--- config.mk ---
export PLATFORM = sky130hd
export DESIGN_NAME = mem_arbiter_flat
export DESIGN_NICKNAME = d
export VERILOG_FILES = /design/src/rtl/mem_arbiter_if.sv /design/src/rtl/mem_arbiter.sv /design/src/flat_wrapper.sv
export SDC_FILE = /design/constraint.sdc
export NUM_CORES = 1
export LEC_CHECK = 0
export BUFFER_PORTS_ARGS = -buffer_cell sky130_fd_sc_hd__buf_4
export CORE_ASPECT_RATIO = 0.5
export CORE_MARGIN = 5
export CORE_UTILIZATION = 45
export DETAILED_ROUTE_END_ITERATION = 8
export GPL_ROUTABILITY_DRIVEN = 1
export PLACE_DENSITY_LB_ADDON = 0.15
export SKIP_CTS_REPAIR_TIMING = 1
export SLEW_MARGIN = 20
export SYNTH_ARGS = -nofsm -noshare
export SYNTH_HDL_FRONTEND = slang
export SYNTH_SLANG_ARGS = --single-unit
--- constraint.sdc ---
create_clock -name clk -period 4.3 [get_ports clk]
set_input_delay 0.43 -clock clk [delete_from_list [all_inputs] [get_ports clk]]
set_output_delay 0.43 -clock clk [all_outputs]
set_load 0.02 [all_outputs]
--- src/rtl/mem_arbiter_if.sv ---
`default_nettype none
// +----------------------------------------------------------------------+
// | mem_arbiter_if : instruction/data client bus plus shared memory port |
// | Rev 1.0                                                              |
// +----------------------------------------------------------------------+
interface mem_arbiter_if;
  // instruction side
  logic        ic_req;
  logic [31:0] ic_addr;
  logic        ic_cancel;
  logic        ic_ack;
  logic [31:0] ic_rdata;
  logic        ic_err;

  // data side
  logic        dc_req;
  logic        dc_we;
  logic [31:0] dc_addr;
  logic [31:0] dc_wdata;
  logic [3:0]  dc_wstrb;
  logic        dc_ack;
  logic [31:0] dc_rdata;
  logic        dc_err;

  // shared memory port
  logic        mem_req;
  logic        mem_we;
  logic [31:0] mem_addr;
  logic [31:0] mem_wdata;
  logic [3:0]  mem_wstrb;
  logic        mem_ready;
  logic [31:0] mem_rdata;

  // arbiter view
  modport slave (
    input  ic_req, ic_addr, ic_cancel,
    input  dc_req, dc_we, dc_addr, dc_wdata, dc_wstrb,
    input  mem_ready, mem_rdata,
    output ic_ack, ic_rdata, ic_err,
    output dc_ack, dc_rdata, dc_err,
    output mem_req, mem_we, mem_addr, mem_wdata, mem_wstrb
  );

  // client / memory environment view
  modport master (
    output ic_req, ic_addr, ic_cancel,
    output dc_req, dc_we, dc_addr, dc_wdata, dc_wstrb,
    output mem_ready, mem_rdata,
    input  ic_ack, ic_rdata, ic_err,
    input  dc_ack, dc_rdata, dc_err,
    input  mem_req, mem_we, mem_addr, mem_wdata, mem_wstrb
  );
endinterface
`default_nettype wire

--- src/rtl/mem_arbiter.sv ---
`default_nettype none
// +----------------------------------------------------------------------+
// | mem_arbiter : round-robin I/D arbiter onto one memory port w/ timeout |
// | Rev 1.0                                                              |
// +----------------------------------------------------------------------+
module mem_arbiter #(
  parameter int TIMEOUT = 255
) (
  input  logic          clk,
  input  logic          rst,
  mem_arbiter_if.slave  bus
);

  typedef enum logic [1:0] {
    IDLE   = 2'd0,
    BUSY_I = 2'd1,
    BUSY_D = 2'd2,
    RESP   = 2'd3
  } state_t;

  localparam logic [9:0] c_CNT_LAST = 10'(TIMEOUT - 1);
  localparam logic [9:0] c_CNT_MAX  = 10'h3FF;

  state_t      r_state;
  state_t      w_state_nxt;

  logic        r_mem_we;
  logic [31:0] r_mem_addr;
  logic [31:0] r_mem_wdata;
  logic [3:0]  r_mem_wstrb;
  logic [9:0]  r_cnt;
  logic [31:0] r_rdata;
  logic        r_err;
  logic        r_owner_d;
  logic        r_next_d;
  logic        r_cancel;

  logic        w_grant_d;
  logic        w_grant_i;
  logic        w_busy;
  logic        w_timeout;
  logic        w_ic_ack;
  logic        w_dc_ack;

  // On a tie the side that did not win last time gets the port.
  assign w_grant_d = bus.dc_req && (!bus.ic_req || r_next_d);
  assign w_grant_i = bus.ic_req && !w_grant_d;
  assign w_busy    = (r_state == BUSY_I) || (r_state == BUSY_D);
  assign w_timeout = (r_cnt == c_CNT_LAST) && !bus.mem_ready;

  always_ff @(posedge clk) begin
    if (rst) begin
      r_state <= IDLE;
    end else begin
      r_state <= w_state_nxt;
    end
  end

  always_comb begin
    w_state_nxt = r_state;
    w_ic_ack    = 1'b0;
    w_dc_ack    = 1'b0;
    case (r_state)
      IDLE: begin
        if (w_grant_d) begin
          w_state_nxt = BUSY_D;
        end else if (w_grant_i) begin
          w_state_nxt = BUSY_I;
        end
      end
      BUSY_I, BUSY_D: begin
        if (bus.mem_ready || w_timeout) begin
          w_state_nxt = RESP;
        end
      end
      RESP: begin
        w_state_nxt = IDLE;
        w_ic_ack    = !r_owner_d && !r_cancel;
        w_dc_ack    = r_owner_d;
      end
      default: begin
        w_state_nxt = IDLE;
      end
    endcase
  end

  always_ff @(posedge clk) begin
    if (rst) begin
      r_mem_we    <= 1'b0;
      r_mem_addr  <= 32'd0;
      r_mem_wdata <= 32'd0;
      r_mem_wstrb <= 4'd0;
      r_cnt       <= 10'd0;
      r_rdata     <= 32'd0;
      r_err       <= 1'b0;
      r_owner_d   <= 1'b0;
      r_next_d    <= 1'b1;
    end else begin
      case (r_state)
        IDLE: begin
          if (w_grant_d) begin
            r_mem_we    <= bus.dc_we;
            r_mem_addr  <= bus.dc_addr;
            r_mem_wdata <= bus.dc_wdata;
            r_mem_wstrb <= bus.dc_wstrb;
            r_cnt       <= 10'd0;
            r_owner_d   <= 1'b1;
            r_next_d    <= 1'b0;
          end else if (w_grant_i) begin
            r_mem_we    <= 1'b0;
            r_mem_addr  <= bus.ic_addr;
            r_mem_wdata <= 32'd0;
            r_mem_wstrb <= 4'd0;
            r_cnt       <= 10'd0;
            r_owner_d   <= 1'b0;
            r_next_d    <= 1'b1;
          end
        end
        BUSY_I, BUSY_D: begin
          if (bus.mem_ready) begin
            r_rdata <= r_mem_we ? 32'd0 : bus.mem_rdata;
            r_err   <= 1'b0;
          end else if (w_timeout) begin
            r_rdata <= 32'd0;
            r_err   <= 1'b1;
          end
          if (r_cnt != c_CNT_MAX) begin
            r_cnt <= r_cnt + 10'd1;
          end
        end
        default: begin
        end
      endcase
    end
  end

  // A flushed fetch still finishes on the bus; only its response is dropped.
  always_ff @(posedge clk) begin
    if (rst) begin
      r_cancel <= 1'b0;
    end else if (r_state == RESP) begin
      r_cancel <= 1'b0;
    end else if (bus.ic_cancel &&
                 (((r_state == IDLE) && w_grant_i) || (r_state == BUSY_I))) begin
      r_cancel <= 1'b1;
    end
  end

  assign bus.mem_req   = w_busy;
  assign bus.mem_we    = r_mem_we;
  assign bus.mem_addr  = r_mem_addr;
  assign bus.mem_wdata = r_mem_wdata;
  assign bus.mem_wstrb = r_mem_wstrb;

  assign bus.ic_ack    = w_ic_ack;
  assign bus.ic_rdata  = w_ic_ack ? r_rdata : 32'd0;
  assign bus.ic_err    = w_ic_ack && r_err;
  assign bus.dc_ack    = w_dc_ack;
  assign bus.dc_rdata  = w_dc_ack ? r_rdata : 32'd0;
  assign bus.dc_err    = w_dc_ack && r_err;

endmodule
`default_nettype wire

--- src/flat_wrapper.sv ---
// flat-port wrapper written by rule: the top's interface ports become plain ports
module mem_arbiter_flat 
#(
  parameter int TIMEOUT = 255
)
  (clk, rst, bus_ic_req, bus_ic_addr, bus_ic_cancel, bus_dc_req, bus_dc_we, bus_dc_addr, bus_dc_wdata, bus_dc_wstrb, bus_mem_ready, bus_mem_rdata, bus_ic_ack, bus_ic_rdata, bus_ic_err, bus_dc_ack, bus_dc_rdata, bus_dc_err, bus_mem_req, bus_mem_we, bus_mem_addr, bus_mem_wdata, bus_mem_wstrb);
  mem_arbiter_if bus_i ();
  input  logic clk;
  input  logic rst;
  input wire logic [$bits(bus_i.ic_req)-1:0] bus_ic_req;
  input wire logic [$bits(bus_i.ic_addr)-1:0] bus_ic_addr;
  input wire logic [$bits(bus_i.ic_cancel)-1:0] bus_ic_cancel;
  input wire logic [$bits(bus_i.dc_req)-1:0] bus_dc_req;
  input wire logic [$bits(bus_i.dc_we)-1:0] bus_dc_we;
  input wire logic [$bits(bus_i.dc_addr)-1:0] bus_dc_addr;
  input wire logic [$bits(bus_i.dc_wdata)-1:0] bus_dc_wdata;
  input wire logic [$bits(bus_i.dc_wstrb)-1:0] bus_dc_wstrb;
  input wire logic [$bits(bus_i.mem_ready)-1:0] bus_mem_ready;
  input wire logic [$bits(bus_i.mem_rdata)-1:0] bus_mem_rdata;
  output wire logic [$bits(bus_i.ic_ack)-1:0] bus_ic_ack;
  output wire logic [$bits(bus_i.ic_rdata)-1:0] bus_ic_rdata;
  output wire logic [$bits(bus_i.ic_err)-1:0] bus_ic_err;
  output wire logic [$bits(bus_i.dc_ack)-1:0] bus_dc_ack;
  output wire logic [$bits(bus_i.dc_rdata)-1:0] bus_dc_rdata;
  output wire logic [$bits(bus_i.dc_err)-1:0] bus_dc_err;
  output wire logic [$bits(bus_i.mem_req)-1:0] bus_mem_req;
  output wire logic [$bits(bus_i.mem_we)-1:0] bus_mem_we;
  output wire logic [$bits(bus_i.mem_addr)-1:0] bus_mem_addr;
  output wire logic [$bits(bus_i.mem_wdata)-1:0] bus_mem_wdata;
  output wire logic [$bits(bus_i.mem_wstrb)-1:0] bus_mem_wstrb;
  assign bus_i.ic_req = bus_ic_req;
  assign bus_i.ic_addr = bus_ic_addr;
  assign bus_i.ic_cancel = bus_ic_cancel;
  assign bus_i.dc_req = bus_dc_req;
  assign bus_i.dc_we = bus_dc_we;
  assign bus_i.dc_addr = bus_dc_addr;
  assign bus_i.dc_wdata = bus_dc_wdata;
  assign bus_i.dc_wstrb = bus_dc_wstrb;
  assign bus_i.mem_ready = bus_mem_ready;
  assign bus_i.mem_rdata = bus_mem_rdata;
  assign bus_ic_ack = bus_i.ic_ack;
  assign bus_ic_rdata = bus_i.ic_rdata;
  assign bus_ic_err = bus_i.ic_err;
  assign bus_dc_ack = bus_i.dc_ack;
  assign bus_dc_rdata = bus_i.dc_rdata;
  assign bus_dc_err = bus_i.dc_err;
  assign bus_mem_req = bus_i.mem_req;
  assign bus_mem_we = bus_i.mem_we;
  assign bus_mem_addr = bus_i.mem_addr;
  assign bus_mem_wdata = bus_i.mem_wdata;
  assign bus_mem_wstrb = bus_i.mem_wstrb;
  mem_arbiter #(.TIMEOUT(TIMEOUT)) u_core (.clk(clk), .rst(rst), .bus(bus_i));
endmodule
# After elaboration in Yosys (flattened, before gate mapping)

Cells that the tools add are included.
W data, S select, Z words.

Flip-flop bits (word level): 117
Bits of input ports: 139
Output and inout bits: 138
Logic and storage cells: 75

Add/sub/neg operators: 1
Equal/unequal tests: 8
Multiplexer cells: 28
Reduce and logical (&&, ||, !) cells: 27

Operators with widths:

| operator                | count |
|---|---|
| $mux W32                | 9 |
| $mux W10                | 3 |
| $pmux W10 S2            | 1 |
| $add A10 B1 Y10 const B | 1 |
| $eq A10 B8 Y1 const B   | 1 |
| $ne A10 B10 Y1 const B  | 1 |
| $mux W1                 | 9 |
| $logic_and A1 B1 Y1     | 8 |
| $mux W4                 | 2 |
| $mux W2                 | 3 |
| $pmux W2 S3             | 1 |
| $reduce_and A2 Y1       | 3 |
| $reduce_bool A2 Y1      | 3 |
| $logic_not A1 Y1        | 5 |
| $eq A2 B2 Y1 const B    | 2 |
| $logic_or A1 B1 Y1      | 4 |
| $ne A2 B1 Y1 const B    | 2 |
| $reduce_or A2 Y1        | 2 |
| $ne A3 B1 Y1 const B    | 1 |
| $reduce_and A3 Y1       | 1 |
| $eq A2 B1 Y1 const B    | 1 |
| $logic_not A2 Y1        | 1 |

# Longest topological paths before layout

Gate-level depths: netlist of run 1.

Word-level depth: 8
Depth in mapped cells: 7
Gate-level depth less buffers: 6

# Least setup slack after synthesis of run 1

Ideal clock, no wire load.

Path type: register to output
From: reg u_core.r_state[0]
To: out bus_ic_rdata[22]
Data arrival time: 1679 ps
Data required time: 3870 ps
Path slack: 2191 ps
Cell stages (with the launch flop): 5
Buffers on the path: 1
Path through: dfxtp_1 -> ha_1 -> nor3b_1 -> clkbuf_1 -> and2_1

Word-level cells in the longest chain between the ends: 3

RTL lines:

| element                  | RTL line           | text |
|---|---|---|
| start: declaration       | mem_arbiter.sv:24  | `state_t r_state;` |
| start signal: assignment | mem_arbiter.sv:55  | `r_state <= w_state_nxt;` |
| $eq A2 B2 Y1             | mem_arbiter.sv:63  | `case (r_state)` |
| $mux W1                  | mem_arbiter.sv:63  |  |
| via bus_ic_ack           | flat_wrapper.sv:20 | `output wire logic [$bits(bus_i.ic_ack)-1:0] bus_ic_ack;` |
| $mux W32                 | mem_arbiter.sv:156 | `assign bus.ic_rdata = w_ic_ack ? r_rdata : 32'd0;` |
| end: declaration         | flat_wrapper.sv:21 | `output wire logic [$bits(bus_i.ic_rdata)-1:0] bus_ic_rdata;` |

The timed path passes the listed nets, and every way through them passes these cells.

# Final worst setup path of run 1

From: reg u_core.r_state[0]
To: out bus_ic_rdata[27]

Word-level cells in the longest chain between the ends: 3

RTL lines:

| element      | RTL line |
|---|---|
| $eq A2 B2 Y1 | mem_arbiter.sv:63 |
| $mux W1      | mem_arbiter.sv:63 |
| $mux W32     | mem_arbiter.sv:156 |

Every way passes these cells.

==> results of run 1 <==
## power breakdown
group / switching (mW) / internal [mW]
Clock: 0.511 / 1.00
Sequential: 0.146 / 1.29
Combinational: 1.00 / 0.694
## routing by layer
metal	track usage (%)	vias up
met2	42.5	230
li1	-	2521
met5	0	-
met3	8.63	24
met1	25.9	2412
met4	8.90	0
## synthesized netlist by cell type (all sizes together)
| master | n |
|---|---|
| dfxtp | 117 |
| nand2 | 73 |
| nor2 | 73 |
| clkbuf | 41 |
| a22oi | 37 |
| and2 | 35 |
| and3 | 35 |
| a222oi | 32 |
| mux2i | 32 |
| inv | 8 |
| a21oi | 7 |
| o21ai | 7 |
| ha | 6 |
| buf | 5 |
| nand4 | 5 |
| a311oi | 4 |
| nor3 | 4 |
| a211o | 3 |
| nand2b | 3 |
| nand3 | 3 |
| nor3b | 3 |
| a221oi | 2 |
| a32o | 2 |
| a41oi | 2 |
| or3b | 2 |
| or4 | 2 |
| a211oi | 1 |
| a31o | 1 |
| a31oi | 1 |
| and4 | 1 |
| nor2b | 1 |
| nor4 | 1 |
| o2111ai | 1 |
| o221a | 1 |
| o221ai | 1 |
| o311a | 1 |
| o31a | 1 |
| o31ai | 1 |
| or3 | 1 |
## per-stage QoR
stage               area (um2)  cells
finish                    7800    969
global route              7800    969
CTS                       7800    969
detailed placement        7160    937
global placement          7160    937
floorplan                 5030    556
## worst max-delay path, stage by stage, from the launching register on
cell and delay, ns:
dfxtp_1 0.38, ha_1 0.83, nor3b_2 0.30, buf_4 0.29, and2_1 0.18, buf_4 0.14
## kinds of logic after synthesis
group                    count (synthesis)
adder cells (fa/ha/maj)                  6
AND/OR/NAND/NOR                        242
multiplexers                            32
flip-flops                             117
AO/OA/AOI/OAI                          105
buffers and inverters                   54
## area by class of cell
type,instances,area (um2),area share (%)
repair buffers,282,2120,27.1
multi-input cells,385,2490,32.0
clock buffers,20,457,5.86
inverters,8,30.0,0.385
clock inverters,12,178,2.28
flip-flops and latches,117,2340,30.0
well taps,145,181,2.33
## how the worst min path moves through the flow
stage	start	end	slack (ns)	depth (start not counted)
after floorplan	u_core.r_cancel	u_core.r_cancel	0.43	2
after global placement	u_core.r_rdata[10]	u_core.r_rdata[10]	0.45	2
after detailed placement	u_core.r_rdata[25]	u_core.r_rdata[25]	0.46	2
after CTS	bus_mem_rdata[21]	u_core.r_rdata[21]	0.26	3
after global routing	bus_mem_rdata[19]	u_core.r_rdata[19]	0.27	3
final	bus_mem_rdata[21]	u_core.r_rdata[21]	0.28	3
## flip-flops by register name, summed over array words and instances (netlist names)
| name | cells |
|---|---|
| u_core.bus.mem_we | 1 |
| u_core.r_err | 1 |
| u_core.r_cancel | 1 |
| u_core.r_rdata | 32 |
| u_core.r_next_d | 1 |
| u_core.bus.mem_wstrb | 4 |
| u_core.r_cnt | 10 |
| u_core.r_owner_d | 1 |
| u_core.r_state | 2 |
| u_core.bus.mem_wdata | 32 |
| u_core.bus.mem_addr | 32 |
## placed cells by master, fill, tap and decap left out, types with 6 or more instances in the layout
cell type,Yosys,routed
a21oi_1,7,6
a222oi_1,32,32
a22oi_1,37,37
and2_1,35,35
and3_1,35,34
buf_4,0,282
clkbuf_16,0,17
dfxtp_1,117,117
ha_1,6,6
inv_1,7,7
mux2i_1,32,32
nand2_1,73,73
nor2_1,72,72
==> results by group, run 1 <==
Synthesis
  • Seq/Total Area, Yosys: between 40 and 50%
  • Post-Syn Instances: 556
  • Top cells by area, synth: dfxtp_1 47%, a222oi_1 6.4%, mux2i_1 6.4%, a22oi_1 5.5%, nand2_1 5.4%
  • Xor and xnor area share after synthesis: 0%
  • Synth Area in Compound Gates: about 18%
  • Post-synth top area share: 46.6%
  • Mux share of post-synthesis cell area: under 10%
  • Yosys reg bits: around 120
  • Adder-cell share of the synthesized area: between 1 and 1.5%
  • Yosys cell types: 49
  • Area leader, netlist: dfxtp_1
  • Synth warn: 0
  • Syn_area_per_cell: 9.05 um2
  • Synth Net Count: roughly 700
  • Main combinational cell family by area after synthesis: simple AND/OR/NAND/NOR gates
  • Synth Cell Area: 5030 um2
  • Synth Area in Simple Gates: between 20% and 30%

Routing
  • WL/cell: 17.4 um
  • Metal3 WL: 1.48 mm
  • DR WL met2: about 8.6 mm
  • Via count: 5,187
  • M1 wire length: about 6.4 mm
  • Vias/cell: ~5.4
  • Initial DRC count: around 470
  • Top Metal Used: met4
  • DRT antenna net count: 0
  • Routed wire length: 16.8 mm
  • Router iterations before antenna repair: 6
  • Residual DRC: 0

CTS
  • CTS Root Cell: clkbuf_16
  • Worst-path clk slew: 0.06 ns
  • Sink Count: ~120
  • H-tree levels: 4
  • Num CTS Buffers: 17
  • CTS tree: done
  • Clock Latency Late Sink: around 0.40 ns
  • Clk buf depth: 2

Setup path
  • Worst setup SP type: register
  • CP endpoint kind: output pin
  • Largest fanout on the critical path: 36
  • Worst setup path class: reg -> out
  • Worst r2r src: u_core.r_state[0]
  • Setup crit start: u_core.r_state[0]
  • FF-to-FF path depth: 6
  • Reg2reg end: u_core.r_cnt[4]
  • CP arrival: about 2.5 ns
  • Worst R2R Setup Slack: ~1.9 ns
  • Required time of the critical path: roughly 3.9 ns
  • Worst setup path end: bus_ic_rdata[27]

Die
  • Core region area: 10,900 um2
  • IO Pins: between 200 and 300
  • Die Y: 84.8 um
  • Site row count: 27
  • Die ar.: roughly 14,000 um2
  • Die Width: roughly 160 um
  • Initial core utilization: 46.0%

STA
  • Final setup fails: 0
  • Hold WS: about 0.28 ns
  • Least-Margin Pin Slew: a little under 1 ns
  • RSZ-0062 raised after global routing: false
  • Fin crit period: 2.95 ns
  • Period utilization: 68.5%
  • Fmax achieved: roughly 0.34 GHz
  • Final TNS setup: 0 ns
  • Max-slew headroom: 33.9%
  • Clk_skew: between 0.009 and 0.01 ns
  • Hold Fails Final Rpt: 0
  • Final worst setup slack: about 1.4 ns
  • Slew Viols, Final: 0

Finish
  • Nets@finish: approximately 960
  • Final design utilization: a little under three quarters
  • Layout cells sized above 1: 40.4%
  • Fillers: 888
  • P&R area growth vs syn: 55.0%
  • Ant. Diodes: 0

GRT
  • Number of global-route vias before repair: between 5,000 and 6,000
  • Overall global routing resource usage: between 20% and 30%
  • Initial antenna violation count: 0
  • GRT overflow: 0
  • First-pass GRT wire length: 26.3 mm
  • Largest net degree at the start of global routing: 87

Power
  • Power per cell area: 595 nW/um2
  • Worst VDD drop: slightly above 0.0004 V
  • Leak Pwr: between 3 and 4 nW
  • Power Total: between 4 and 5 mW

Flow run
  • MaxCap Viol Count: 0

Placement
  • Number of port buffers: 276
  • Pre-CTS setup slack: around 1.7 ns
  • HPWL after detailed placement: approximately 12 mm
  • Gpl congestion: around 0.88

Status
  • Status: finished clean

Min path
  • HP Class: in -> reg
Power figures use the tool's default switching activity.
==> inputs of run 2 (changes only) <==
ABC_AREA = 1   (was not set)
CORE_UTILIZATION = 41   (was 45)
clock period = 2.4 ns   (was 4.3 ns; I/O delays follow)
==> run 2 against run 1 <==
  * Synthesized area is 6.0% higher
  * Flip-flop and latch count unchanged
  * Sequential share of layout area is 1.2 points lower
  * Clock-buffer cell count down 3
  * Total power is 68% higher
  * Clock power rose by 57%
  * Final cell count increased by 29%
  * Highest routed layer unchanged
  * Cell area is 4.3% higher
  * Critical path depth up 2
  * Via count rose by 15%
  * Hold slack got worse by 0.19 ns
==> results by group, run 2 <==
Min path
  • Hold path cells: 3 (unchanged)
  • Hold Path End: u_core.bus.mem_wdata[19]
  • Hold path startpoint: bus_dc_wdata[19]
  • HP Class: in -> reg

GRT
  • Largest net degree at the start of global routing: 45 (-48%)
  • First-pass GRT wire length: 27.5 mm (+4.6%)
  • Initial antenna violation count: 0 (unchanged)
  • GRT overflow: 0 (unchanged)
  • Number of global-route vias before repair: 5,672 (+10%)
  • GRT met2 Usage: 37.1% (-5.4 points)
  • Gr busiest metal: met2
  • Met1 Usage GRT: 25.4% (-0.50 points)
  • Met3 usage: 6.73% (-1.9 points)
  • Overall global routing resource usage: 21.5% (-2.2 points)

Synthesis
  • Fraction of registers with async set/reset: 0% (unchanged)
  • Syn_area_per_cell: 6.61 um2 (-27%)
  • Top cells by area, synth: dfxtp_1 44%, nand2_1 19%, a21oi_1 7.3%, inv_1 6.5%, nor2_1 6.5%
  • Most frequent cell after synthesis: nand2_1
  • Synth Cell Area: 5330 um2 (+6.0%)
  • Synth warn: 0 (unchanged)
  • Yosys cell types: 27 (-45%)
  • Synth Net Count: 952 (+36%)
  • Post-Syn Instances: 807 (+45%)
  • Top FF cell, synth: dfxtp_1
  • Area leader, netlist: dfxtp_1
  • Seq/Total Area, Yosys: 43.9% (-2.6 points)
  • Post-synth top area share: 43.9% (-2.6 points)
  • Yosys reg bits: 117 (unchanged)
  • Synth top cells by count: 270 x nand2_1, 117 x dfxtp_1, 92 x inv_1, 92 x nor2_1, 78 x a21oi_1
  • EDFF count, synth: 0 (unchanged)

Setup path
  • Slowest stage cell, crit path: dfxtp_1
  • CP endpoint kind: output pin
  • Required time of the critical path: 2.16 ns (-1.71 ns)
  • Reg2reg end: u_core.bus.mem_addr[2]
  • FF-to-FF path depth: 8 (+2)
  • Worst setup path class: reg -> out
  • Worst r2r src: u_core.r_state[0]
  • Setup crit start: u_core.r_state[0]
  • Worst setup SP type: register
  • Worst path most repeated cell: buf_4
  • Sequence of cells on the critical path: ha_1, inv_1, nor3_4, clkinvlp_4, buf_4, nor2_1, buf_4
  • CP arrival: 1.96 ns (-0.56 ns)
  • Largest fanout on the critical path: 17 (-53%)
  • Worst R2R Setup Slack: 0.41 ns (-1.50 ns)
  • Slowest stage delay, CP: 0.39 ns (-0.44 ns)

STA
  • Final setup fails: 0 (unchanged)
  • Final worst setup slack: 0.202 ns (-1.15 ns)
  • Least-Margin Pin Slew: 0.905 ns (-0.0865 ns)
  • Fmax achieved: 0.455 GHz
  • Hold Fails Final Rpt: 0 (unchanged)
  • RSZ-0062 raised after global routing: false
  • Clk_skew: 0.0116 ns (+0.00168 ns)
  • Max-slew headroom: 39.5% (+5.6 points)
  • Period utilization: about nine tenths
  • Final TNS setup: 0 ns (unchanged)
  • Fin crit period: 2.20 ns
  • Slew Viols, Final: 0 (unchanged)

Flow run
  • MaxCap Viol Count: 0 (unchanged)

Power
  • Power per cell area: 959 nW/um2 (+61%)
  • Sequential share of power: 31.9% (+1.1 points)
  • Logic pwr share: 37.8% (+1.2 points)
  • Sw Pwr: 3.01 mW (+81%)
  • Power Total: 7.80 mW (+68%)
  • Leak Pwr: 3.89 nW (+2.5%)
  • Clk pwr share: 30.4% (-2.2 points)
  • Worst VDD drop: 0.000457 V (+13%)
  • Sw Ratio: 38.6% (+2.8 points)
  • Int Pwr: 4.80 mW (+61%)

Die
  • Die ar.: 15,500 um2 (+15%)
  • Die Width: 171 um (+7.4%)
  • IO Pins: 277 (unchanged)
  • Site row count: 29 (+7.4%)
  • Die Y: 90.6 um (+6.9%)
  • Core region area: 12,700 um2 (+16%)
  • Initial core utilization: 42.0% (-4.0 points)

Placement
  • Number of port buffers: 276 (unchanged)
  • Pre-CTS setup slack: 0.430 ns (-1.31 ns)
  • Gpl congestion: 0.826 (-6.3%)
  • Placement Cell Area: 7540 um2 (+5.2%)
  • HPWL after detailed placement: 12.3 mm (+6.0%)

CTS
  • Clock Latency Late Sink: 0.40 ns (about the same)
  • CTS Root Cell: clkbuf_16
  • Clk buf depth: 2 (unchanged)
  • Worst-path clk slew: 0.06 ns (about the same)
  • H-tree levels: 4 (unchanged)
  • Sink Count: 117 (unchanged)
  • CTS tree: done
  • Num CTS Buffers: 17 (unchanged)

Routing
  • Vias/cell: 4.77 (-11%)
  • Via count: 5,957 (+15%)
  • Residual DRC: 0 (unchanged)
  • Initial DRC count: 447 (-5.1%)
  • Router iterations before antenna repair: 5 (-1)
  • Routed wire length: 17.3 mm (+2.8%)
  • WL/cell: 13.9 um (-20%)
  • DRT antenna net count: 0 (unchanged)

Finish
  • Most common cell after layout, fill and taps aside: buf_4
  • Ant. Diodes: 0 (unchanged)
  • Fin area: 8140 um2 (+4.3%)
  • Fillers: 1,215 (+37%)
  • Multi-input gate area: 2440 um2 (-2.2%)
  • Sequential Area: 2340 um2 (unchanged)
  • Layout cells sized above 1: 30.8% (-9.6 points)
  • Nets@finish: 1,213 (+27%)
  • Most frequent cells in the layout: 288 x buf_4, 270 x nand2_1, 117 x dfxtp_1
  • Final design utilization: 64.1% (-7.2 points)
  • P&R area growth vs syn: 52.6%

Status
  • Status: finished clean
## run 2: changes by cell type in the layout (fill, tap and decap cells not counted), moves of 34 or more
cell     delta
a22oi_1    -37
nand3_1    +42
nand2_1   +197
and2_1     -34
inv_1      +84
and3_1     -34
a21oi_1    +72
## run 2: final cells by class
type	count	area share [%]
timing repair inverter	1	0.0923
multi-input combinational	547	30.0
timing repair buffer	291	27.3
clock inverter	14	1.65
clock buffer	17	5.23
inverter	93	4.34
sequential	117	28.8
tap	170	2.61
## run 2: kinds of logic after synthesis
kind of cell	count (synthesis)	share of synthesized area, %
and+or+nand+nor	449	34.8
buffers and inverters	143	10.8
DFF	117	43.9
AOI/OAI and AO/OA	92	9.11
adders and majority gates	6	1.41
## run 2: layer usage
metal | vias to the layer above | wire, um
li1 | 3041 | -
met1 | 2675 | 7110
met2 | 214 | 8370
met3 | 27 | 1480
met4 | 0 | 359
met5 | - | 0
## run 2: worst max-delay path by stage
stage | endpoint | slack, ns
floorplan | bus_ic_rdata[10] | 0.35
global placement | bus_ic_rdata[1] | 0.52
detailed placement | u_core.bus.mem_addr[2] | 0.43
CTS | bus_ic_rdata[9] | -0.02
global route | bus_ic_rdata[0] | 0.04
finish | bus_ic_rdata[9] | 0.20
## run 2: power by group through the flow
stage | clock, mW | combinational (mW) | sequential [mW]
floorplan | 0 | 1.63 | 2.75
global placement | 0 | 2.90 | 2.50
detailed placement | 0 | 2.93 | 2.51
CTS | 2.42 | 2.94 | 2.48
global route | 2.52 | 3.27 | 2.53
finish | 2.37 | 2.95 | 2.49
## run 2: critical path: cells and delay by family, from the launching register on
family | cells | cell delay [ns]
flops | 1 | 0.39
buf+inv | 4 | 0.57
simple gates | 2 | 0.40
fa+ha+maj | 1 | 0.18
## run 2: per-stage QoR
step | hold WS [ns] | cells
after floorplan | 0.384 | 807
final | 0.0861 | 1250
after detailed placement | 0.439 | 1216
after global placement | 0.434 | 1216
after CTS | 0.0688 | 1247
after global routing | 0.0709 | 1250
